### config.mk
export PLATFORM = sky130hd
export DESIGN_NAME = uart_vio_bridge
export DESIGN_NICKNAME = d
export VERILOG_FILES = /design/src/rtl/uart_vio_bridge.sv
export SDC_FILE = /design/constraint.sdc
export NUM_CORES = 1
export LEC_CHECK = 0
export CAP_MARGIN = 10
export CORE_MARGIN = 2
export CORE_UTILIZATION = 52
export DETAILED_ROUTE_END_ITERATION = 8
export GPL_TIMING_DRIVEN = 0
export PLACE_DENSITY = 0.81
export SETUP_SLACK_MARGIN = 0.15
export SYNTH_ARGS = -nofsm -noshare
export SYNTH_HDL_FRONTEND = slang
export SYNTH_SLANG_ARGS = --single-unit
### constraint.sdc
create_clock -name i_CLK -period 2.1 [get_ports i_CLK]
set_input_delay 0.525 -clock i_CLK [delete_from_list [all_inputs] [get_ports i_CLK]]
set_output_delay 0.525 -clock i_CLK [all_outputs]
set_load 0.1 [all_outputs]
### src/rtl/uart_vio_bridge.sv
// rtl/uart_vio_bridge.sv - UART virtual-I/O bridge (optional watchdog: VIO_WATCHDOG_EN)
module uart_vio_bridge #(
    parameter int baud       = 9600,
    parameter int clock      = 50000000,
    parameter int N_SW       = 10,
    parameter int N_KEY      = 4,
    parameter int N_LED      = 10,
    parameter int N_HEX      = 6,
    parameter int WDT_CYCLES = 50000000
) (
    input  logic                 i_CLK,
    input  logic                 i_RST,
    input  logic                 i_RX,
    output logic                 o_TX,
    input  logic [N_LED-1:0]     i_LEDS,
    input  logic [7*N_HEX-1:0]   i_7S,
    output logic [N_SW-1:0]      o_SWITCH,
    output logic [N_KEY-1:0]     o_BUTTON,
    output logic                 o_FRAME_OK,
    output logic                 o_FRAME_ERR
);
    localparam int CPB       = clock / baud;
    localparam int HALF      = CPB / 2;
    localparam int CW        = $clog2(CPB);
    localparam int IN_W      = N_SW + N_KEY;
    localparam int IN_BYTES  = (IN_W + 7) / 8;
    localparam int OUT_W     = N_LED + 7 * N_HEX;
    localparam int OUT_BYTES = (OUT_W + 7) / 8;
    localparam int IBW       = (IN_BYTES > 1) ? $clog2(IN_BYTES) : 1;
    localparam int OBW       = $clog2(OUT_BYTES + 2);

    typedef enum logic [1:0] {R_IDLE, R_START, R_DATA, R_STOP} rx_state_t;
    typedef enum logic [1:0] {F_HUNT, F_PAYLOAD, F_CHECK} fr_state_t;
    typedef enum logic [1:0] {T_IDLE, T_START, T_DATA, T_STOP} tx_state_t;

    rx_state_t rx_state, rx_next;
    fr_state_t fr_state, fr_next;
    tx_state_t tx_state, tx_next;

    logic rx_meta, rx_sync, rx_prev;
    logic [CW-1:0] rx_cnt;
    logic [2:0] rx_bit;
    logic [7:0] rx_byte;
    logic rx_done, rx_ferr;

    logic [IBW-1:0] fr_idx;
    logic [7:0] fr_chk;
    logic [IN_W-1:0] shadow;
    logic commit, reject;

    logic [CW-1:0] tx_cnt;
    logic [2:0] tx_bit;
    logic [OBW-1:0] tx_idx;
    logic [7:0] tx_shift, tx_chk, tx_sel;
    logic [OUT_BYTES*8-1:0] out_snap;
    logic pending, tx_begin;
    logic tx_bit_end;

    // Two-flop synchroniser plus previous sample for falling-edge detection
    always_ff @(posedge i_CLK) begin
        if (i_RST) begin
            rx_meta <= 1'b1;
            rx_sync <= 1'b1;
            rx_prev <= 1'b1;
        end else begin
            rx_meta <= i_RX;
            rx_sync <= rx_meta;
            rx_prev <= rx_sync;
        end
    end

    // State registers of the three FSMs
    always_ff @(posedge i_CLK) begin
        if (i_RST) begin
            rx_state <= R_IDLE;
            fr_state <= F_HUNT;
            tx_state <= T_IDLE;
        end else begin
            rx_state <= rx_next;
            fr_state <= fr_next;
            tx_state <= tx_next;
        end
    end

    // RX next state; stop-bit sample produces either a byte or a framing error
    always_comb begin
        rx_next = rx_state;
        rx_done = 1'b0;
        rx_ferr = 1'b0;
        case (rx_state)
            R_IDLE:  if (rx_prev && !rx_sync) rx_next = R_START;
            R_START: if (rx_cnt == CW'(HALF - 1)) rx_next = rx_sync ? R_IDLE : R_DATA;
            R_DATA:  if (rx_cnt == CW'(CPB - 1) && rx_bit == 3'd7) rx_next = R_STOP;
            R_STOP: begin
                if (rx_cnt == CW'(CPB - 1)) begin
                    rx_next = R_IDLE;
                    rx_done = rx_sync;
                    rx_ferr = !rx_sync;
                end
            end
            default: rx_next = R_IDLE;
        endcase
    end

    // RX bit timer and LSB-first shift register
    always_ff @(posedge i_CLK) begin
        if (i_RST) begin
            rx_cnt  <= '0;
            rx_bit  <= '0;
            rx_byte <= '0;
        end else begin
            if (rx_state == R_IDLE || rx_next != rx_state || rx_cnt == CW'(CPB - 1))
                rx_cnt <= '0;
            else
                rx_cnt <= rx_cnt + CW'(1);
            if (rx_state == R_START)
                rx_bit <= '0;
            if (rx_state == R_DATA && rx_cnt == CW'(CPB - 1)) begin
                rx_byte <= {rx_sync, rx_byte[7:1]};
                rx_bit  <= rx_bit + 3'd1;
            end
        end
    end

    // Frame parser: header hunt, payload collection, checksum decision
    always_comb begin
        fr_next = fr_state;
        commit  = 1'b0;
        reject  = 1'b0;
        if (rx_ferr) begin
            fr_next = F_HUNT;
            reject  = 1'b1;
        end else if (rx_done) begin
            case (fr_state)
                F_HUNT:    if (rx_byte == 8'hA5) fr_next = F_PAYLOAD;
                F_PAYLOAD: if (fr_idx == IBW'(IN_BYTES - 1)) fr_next = F_CHECK;
                F_CHECK: begin
                    fr_next = F_HUNT;
                    if (rx_byte == fr_chk) commit = 1'b1;
                    else reject = 1'b1;
                end
                default:   fr_next = F_HUNT;
            endcase
        end
    end

`ifdef VIO_WATCHDOG_EN
    localparam int WDT_W = $clog2(WDT_CYCLES + 1);
    logic [WDT_W-1:0] wdt_cnt;
`endif

    // Shadow capture, output commit, status pulses and optional button release
    always_ff @(posedge i_CLK) begin
        if (i_RST) begin
            fr_idx      <= '0;
            fr_chk      <= '0;
            shadow      <= '0;
            o_SWITCH    <= '0;
            o_BUTTON    <= '1;
            o_FRAME_OK  <= 1'b0;
            o_FRAME_ERR <= 1'b0;
`ifdef VIO_WATCHDOG_EN
            wdt_cnt     <= '0;
`endif
        end else begin
            o_FRAME_OK  <= commit;
            o_FRAME_ERR <= reject;
            if (rx_done && fr_state == F_HUNT) begin
                fr_idx <= '0;
                fr_chk <= '0;
            end
            if (rx_done && fr_state == F_PAYLOAD) begin
                for (int b = 0; b < IN_W; b++)
                    if (fr_idx == IBW'(b / 8)) shadow[b] <= rx_byte[b % 8];
                fr_chk <= fr_chk ^ rx_byte;
                fr_idx <= fr_idx + IBW'(1);
            end
            if (commit) begin
                o_SWITCH <= shadow[N_SW-1:0];
                o_BUTTON <= shadow[IN_W-1:N_SW];
            end
`ifdef VIO_WATCHDOG_EN
            if (commit)
                wdt_cnt <= '0;
            else if (wdt_cnt != WDT_W'(WDT_CYCLES))
                wdt_cnt <= wdt_cnt + WDT_W'(1);
            if (!commit && wdt_cnt == WDT_W'(WDT_CYCLES - 1))
                o_BUTTON <= '1;
`endif
        end
    end

    assign tx_bit_end = (tx_cnt == CW'(CPB - 1));

    // TX next state; a reply starts on a commit or from the pending flag
    always_comb begin
        tx_next  = tx_state;
        tx_begin = 1'b0;
        case (tx_state)
            T_IDLE: begin
                if (commit || pending) begin
                    tx_next  = T_START;
                    tx_begin = 1'b1;
                end
            end
            T_START: if (tx_bit_end) tx_next = T_DATA;
            T_DATA:  if (tx_bit_end && tx_bit == 3'd7) tx_next = T_STOP;
            T_STOP:  if (tx_bit_end) tx_next = (tx_idx == OBW'(OUT_BYTES + 1)) ? T_IDLE : T_START;
            default: tx_next = T_IDLE;
        endcase
    end

    // Reply checksum and selection of the byte following the current one
    always_comb begin
        tx_chk = '0;
        for (int i = 0; i < OUT_BYTES; i++)
            tx_chk = tx_chk ^ out_snap[8*i +: 8];
        tx_sel = tx_chk;
        for (int i = 0; i < OUT_BYTES; i++)
            if (tx_idx == OBW'(i)) tx_sel = out_snap[8*i +: 8];
    end

    // TX timer, byte sequencing, snapshot and pending coalescing
    always_ff @(posedge i_CLK) begin
        if (i_RST) begin
            tx_cnt   <= '0;
            tx_bit   <= '0;
            tx_idx   <= '0;
            tx_shift <= 8'hFF;
            out_snap <= '0;
            pending  <= 1'b0;
        end else begin
            if (tx_state == T_IDLE || tx_bit_end)
                tx_cnt <= '0;
            else
                tx_cnt <= tx_cnt + CW'(1);
            if (commit && tx_state != T_IDLE)
                pending <= 1'b1;
            else if (tx_begin)
                pending <= 1'b0;
            if (tx_begin) begin
                out_snap <= (OUT_BYTES*8)'({i_7S, i_LEDS});
                tx_shift <= 8'h5A;
                tx_idx   <= '0;
            end
            if (tx_state == T_START)
                tx_bit <= '0;
            if (tx_state == T_DATA && tx_bit_end) begin
                tx_shift <= {1'b1, tx_shift[7:1]};
                tx_bit   <= tx_bit + 3'd1;
            end
            if (tx_state == T_STOP && tx_bit_end && tx_idx != OBW'(OUT_BYTES + 1)) begin
                tx_shift <= tx_sel;
                tx_idx   <= tx_idx + OBW'(1);
            end
        end
    end

    // Line level decoded from the TX state; idle and stop are high
    always_comb begin
        o_TX = 1'b1;
        if (tx_state == T_START)
            o_TX = 1'b0;
        else if (tx_state == T_DATA)
            o_TX = tx_shift[0];
    end
endmodule

==> flow_summary.toml <==
[floorplanning]
core-area_sq_um = 14500
initial_core_util_pct = 52.9
io_pins = 72
die_h_um = 125
dieWidth_um = 125
rows = 44
dieArea_sq_um = 15700

[drt]
ant_nets = 0
drcViolationCount = 0
wl_per_cell_um = 23.4
dr.pass1.iters = 7
routed_via_density = 6.51
first_iter_violations = 1094
routed_wirelength_um = 29500
num_vias = 8191

[clock_network]
htree_levels = 4
max-clock-path-buffers = 2
clkLatencyLatePin_ps = 450
clock-root-buffer = "clkbuf_16"
cts_made_buffers = 17
cts_tree = "done"
cts_sinks = 153
clk_pin_slew_ps = 60

[timing]
worst_pin_slew_ps = 827
fin_ws_ps = -150
slew_headroom_pct = 44.9
fin_crit_sh_pct = 107
fin_skew_ps = 9.68
hold_ws_ps = 417
rsz0062_at_grt = "true"
min_period_ps = 2250
setup_violations = 12
hold_violations = 0
final_max_slew_viol_count = 0
max_freq_ghz = 0.445

[worst_setup_path]
crit_slowest_cell = "dfxtp_1"
worstSetupPathType = "register to register"
crit_family = "compound AO/OA/AOI/OAI gates"
crit_required_ps = 2440
critPathLaunch = "tx_idx[3]$_SDFFE_PP0P_"
crit_path_cell_trace = "buf_2, nand2b_1, a21oi_1, a311oi_1, a221o_1, o21ai_1, a21o_1"
reg2reg_from = "tx_idx[3]$_SDFFE_PP0P_"
end_kind = "register"
path_max_fanout = 10
slowest_delay_ps = 500
worst-path-buf-inv = 1
worstPathArrival_ps = 2590
cp-start-kind = "register"

[synth]
synth_warnings = 0
synth_compound_area_share_pct = 15.1
synth_mux_area_share_pct = 4.72
synthXorXnorAreaFrac_pct = 8.88
netlist_instances = 912
synth_area_per_cell_sq_um = 8.39
yosys.cell_types.count = 77
synth_edf_count = 0
synthSimpleGateAreaFrac_pct = 24.7
ys_seq_elements = 153
synth_nets = 981
synth_top_family_by_area = "simple AND/OR/NAND/NOR gates"
synthAdderAreaFrac_pct = 2.29
synth.area.top_cells = "dfxtp_1, nand2_1, a21oi_1"
ys.flop_type = "dfxtp_1"
yosysTopAreaCellShare_pct = 40.0
yosys.area.top_type = "dfxtp_1"
ys_async_sr_fraction_pct = 0
synth_area_sq_um = 7650
synth-seq-area-share_pct = 40.0

[placement]
dpl_cell_area_sq_um = 8630
routabilityCongestion = 0.954
hpwl_um = 13900
io_buffers = 71
dp.cells = 1167

[run_status]
violations = "negative setup slack"
status = "finished, violations left"

[worst_hold_path]
hp-class = "register to register"
hp-start = "rx_meta$_SDFF_PP1_"

[global_routing]
first_global_vias = 7316
antenna_found_initial = 0
grt_max_degree = 17
grt_pass1_wl_um = 37000
gr-total-overflow = 0
grt.total_usage_pct = 29.5

[power]
power.density_nw_per_um2 = 579
power.leakage_uw = 0.00453
p_total_uw = 6690
vdd_drop_max_mv = 0.890

[finish]
stdcell_area_sq_um = 11600
multi_input_comb_area_sq_um = 5550
seqCellArea_sq_um = 3100
fillerInstances = 710
diodes = 0
drive_above_1_share_pct = 37.3
instances_no_fill = 1258
syn2layout_area_growth_pct = 51.1
fin_util_pct = 79.8
nets = 1132

[job]
max_cap_violations = 0
-- repair_timing --
action	4_1_cts	5_1_grt
setup buffers	36	10
hold buffers	0	0
pin swaps	79	112
resized for setup	269	258
endpoints found under the setup margin	149	136
endpoints found under the hold margin	0	0
cloned	9	6
-- report_power, final --
| group | internal (uW) | switching [uW] | total [uW] |
|---|---|---|---|
| Clock | 1800 | 1320 | 3120 |
| Combinational | 263 | 352 | 616 |
| Sequential | 2920 | 35.4 | 2960 |
-- logic make-up (layout without fill, tap and decap cells) --
| family | count (synthesis) | count (layout) |
|---|---|---|
| fa+ha+maj | 14 | 14 |
| flops | 153 | 153 |
| compound gates | 188 | 188 |
| mux | 36 | 36 |
| xor+xnor | 65 | 65 |
| simple gates | 379 | 380 |
| buf+inv | 77 | 238 |
-- stage by stage --
stage / TNS [ps] / setup slack, ps
after detailed placement: -25000 / -519
after global placement: -21960 / -474
final: -753 / -150
after CTS: 0 / 17.1
after global routing: -2210 / -406
after floorplan: 0 / 144
-- cells in the mapped netlist (4+ instances only) --
cell type    n
or3_1        4
o21ai_0     21
nand4_1      7
dfxtp_1    153
o21a_1       5
a211o_1      6
nor2_1      91
o211ai_1     6
mux2i_1     35
nand3b_1     6
xnor2_1     29
ha_1        14
a41oi_1      4
o22ai_1      4
a221oi_1     4
inv_1       18
and2_1       5
o21ai_1      7
nor3b_1     14
nor2b_1     21
buf_2       16
a21oi_1     92
clkbuf_1    39
xnor3_1      8
a211oi_1     4
xor2_1      28
nand3_1     23
and3_1       6
nand2_1    156
nand2b_1     6
nor3_1       6
o31ai_1      7
-- cell usage in the layout (no fill, tap or decap), types with 15 or more instances in the layout --
cell / Yosys / layout
buf_4: 2 / 38
nor2_1: 91 / 87
dfxtp_1: 153 / 137
xor2_1: 28 / 25
buf_8: 0 / 15
nand2_2: 0 / 24
o21ai_0: 21 / 18
xnor2_1: 29 / 29
buf_6: 1 / 16
mux2i_1: 35 / 31
clkdlybuf4s15_2: 0 / 16
nand3_1: 23 / 18
clkbuf_16: 0 / 24
clkdlybuf4s50_1: 0 / 54
a21oi_2: 0 / 56
a21oi_1: 92 / 35
nor2b_1: 21 / 19
nand2_1: 156 / 70
clkbuf_1: 39 / 15
nand2_4: 1 / 62
-- flip-flops by register name, indices dropped and copies added (netlist names), 2 cells and up --
register and flops:
tx_cnt 13, fr_chk 8, shadow 14, out_snap 52, tx_state 2, fr_state 2, rx_byte 8, o_BUTTON 4
rx_bit 3, tx_shift 8, tx_bit 3, tx_idx 4, rx_state 2, rx_cnt 13, o_SWITCH 10
-- worst reg2reg max path: cells and delay by family, from the launching register on --
| family | cells | cell delay (ps) |
|---|---|---|
| AOI/OAI and AO/OA | 5 | 1010 |
| DFF | 1 | 500 |
| buffers and inverters | 1 | 330 |
| and+or+nand+nor | 1 | 310 |
-- per-layer routing --
| layer | vias up | part of all wire, % | global-route usage [%] |
|---|---|---|---|
| met4 | 0 | 8.3 | 13.8 |
| met1 | 3830 | 35 | 35.2 |
| met2 | 643 | 46 | 48.5 |
| li1 | 3454 | - | - |
| met5 | - | 0 | 0 |
| met3 | 264 | 10 | 9.24 |
-- area by class of cell --
class	instances	share of cell area, %
Clock buffer	20	3.95
Multi-Input combinational cell	683	48.0
Timing Repair Buffer	131	12.6
Buffer	58	4.94
Sequential cell	153	26.8
Tap cell	184	1.99
Clock inverter	10	1.05
Inverter	19	0.714
-- final timing paths --
| path | endpoint | slack (ps) | depth (start not counted) |
|---|---|---|---|
| max | tx_shift[5]$_SDFFE_PP1P_ | -150 | 7 |
| min | rx_sync$_SDFF_PP1_ | 420 | 1 |
| max reg2reg | tx_shift[5]$_SDFFE_PP1P_ | -150 | 7 |
| min reg2reg | rx_sync$_SDFF_PP1_ | 420 | 1 |
(Power assumes the default switching activity.)
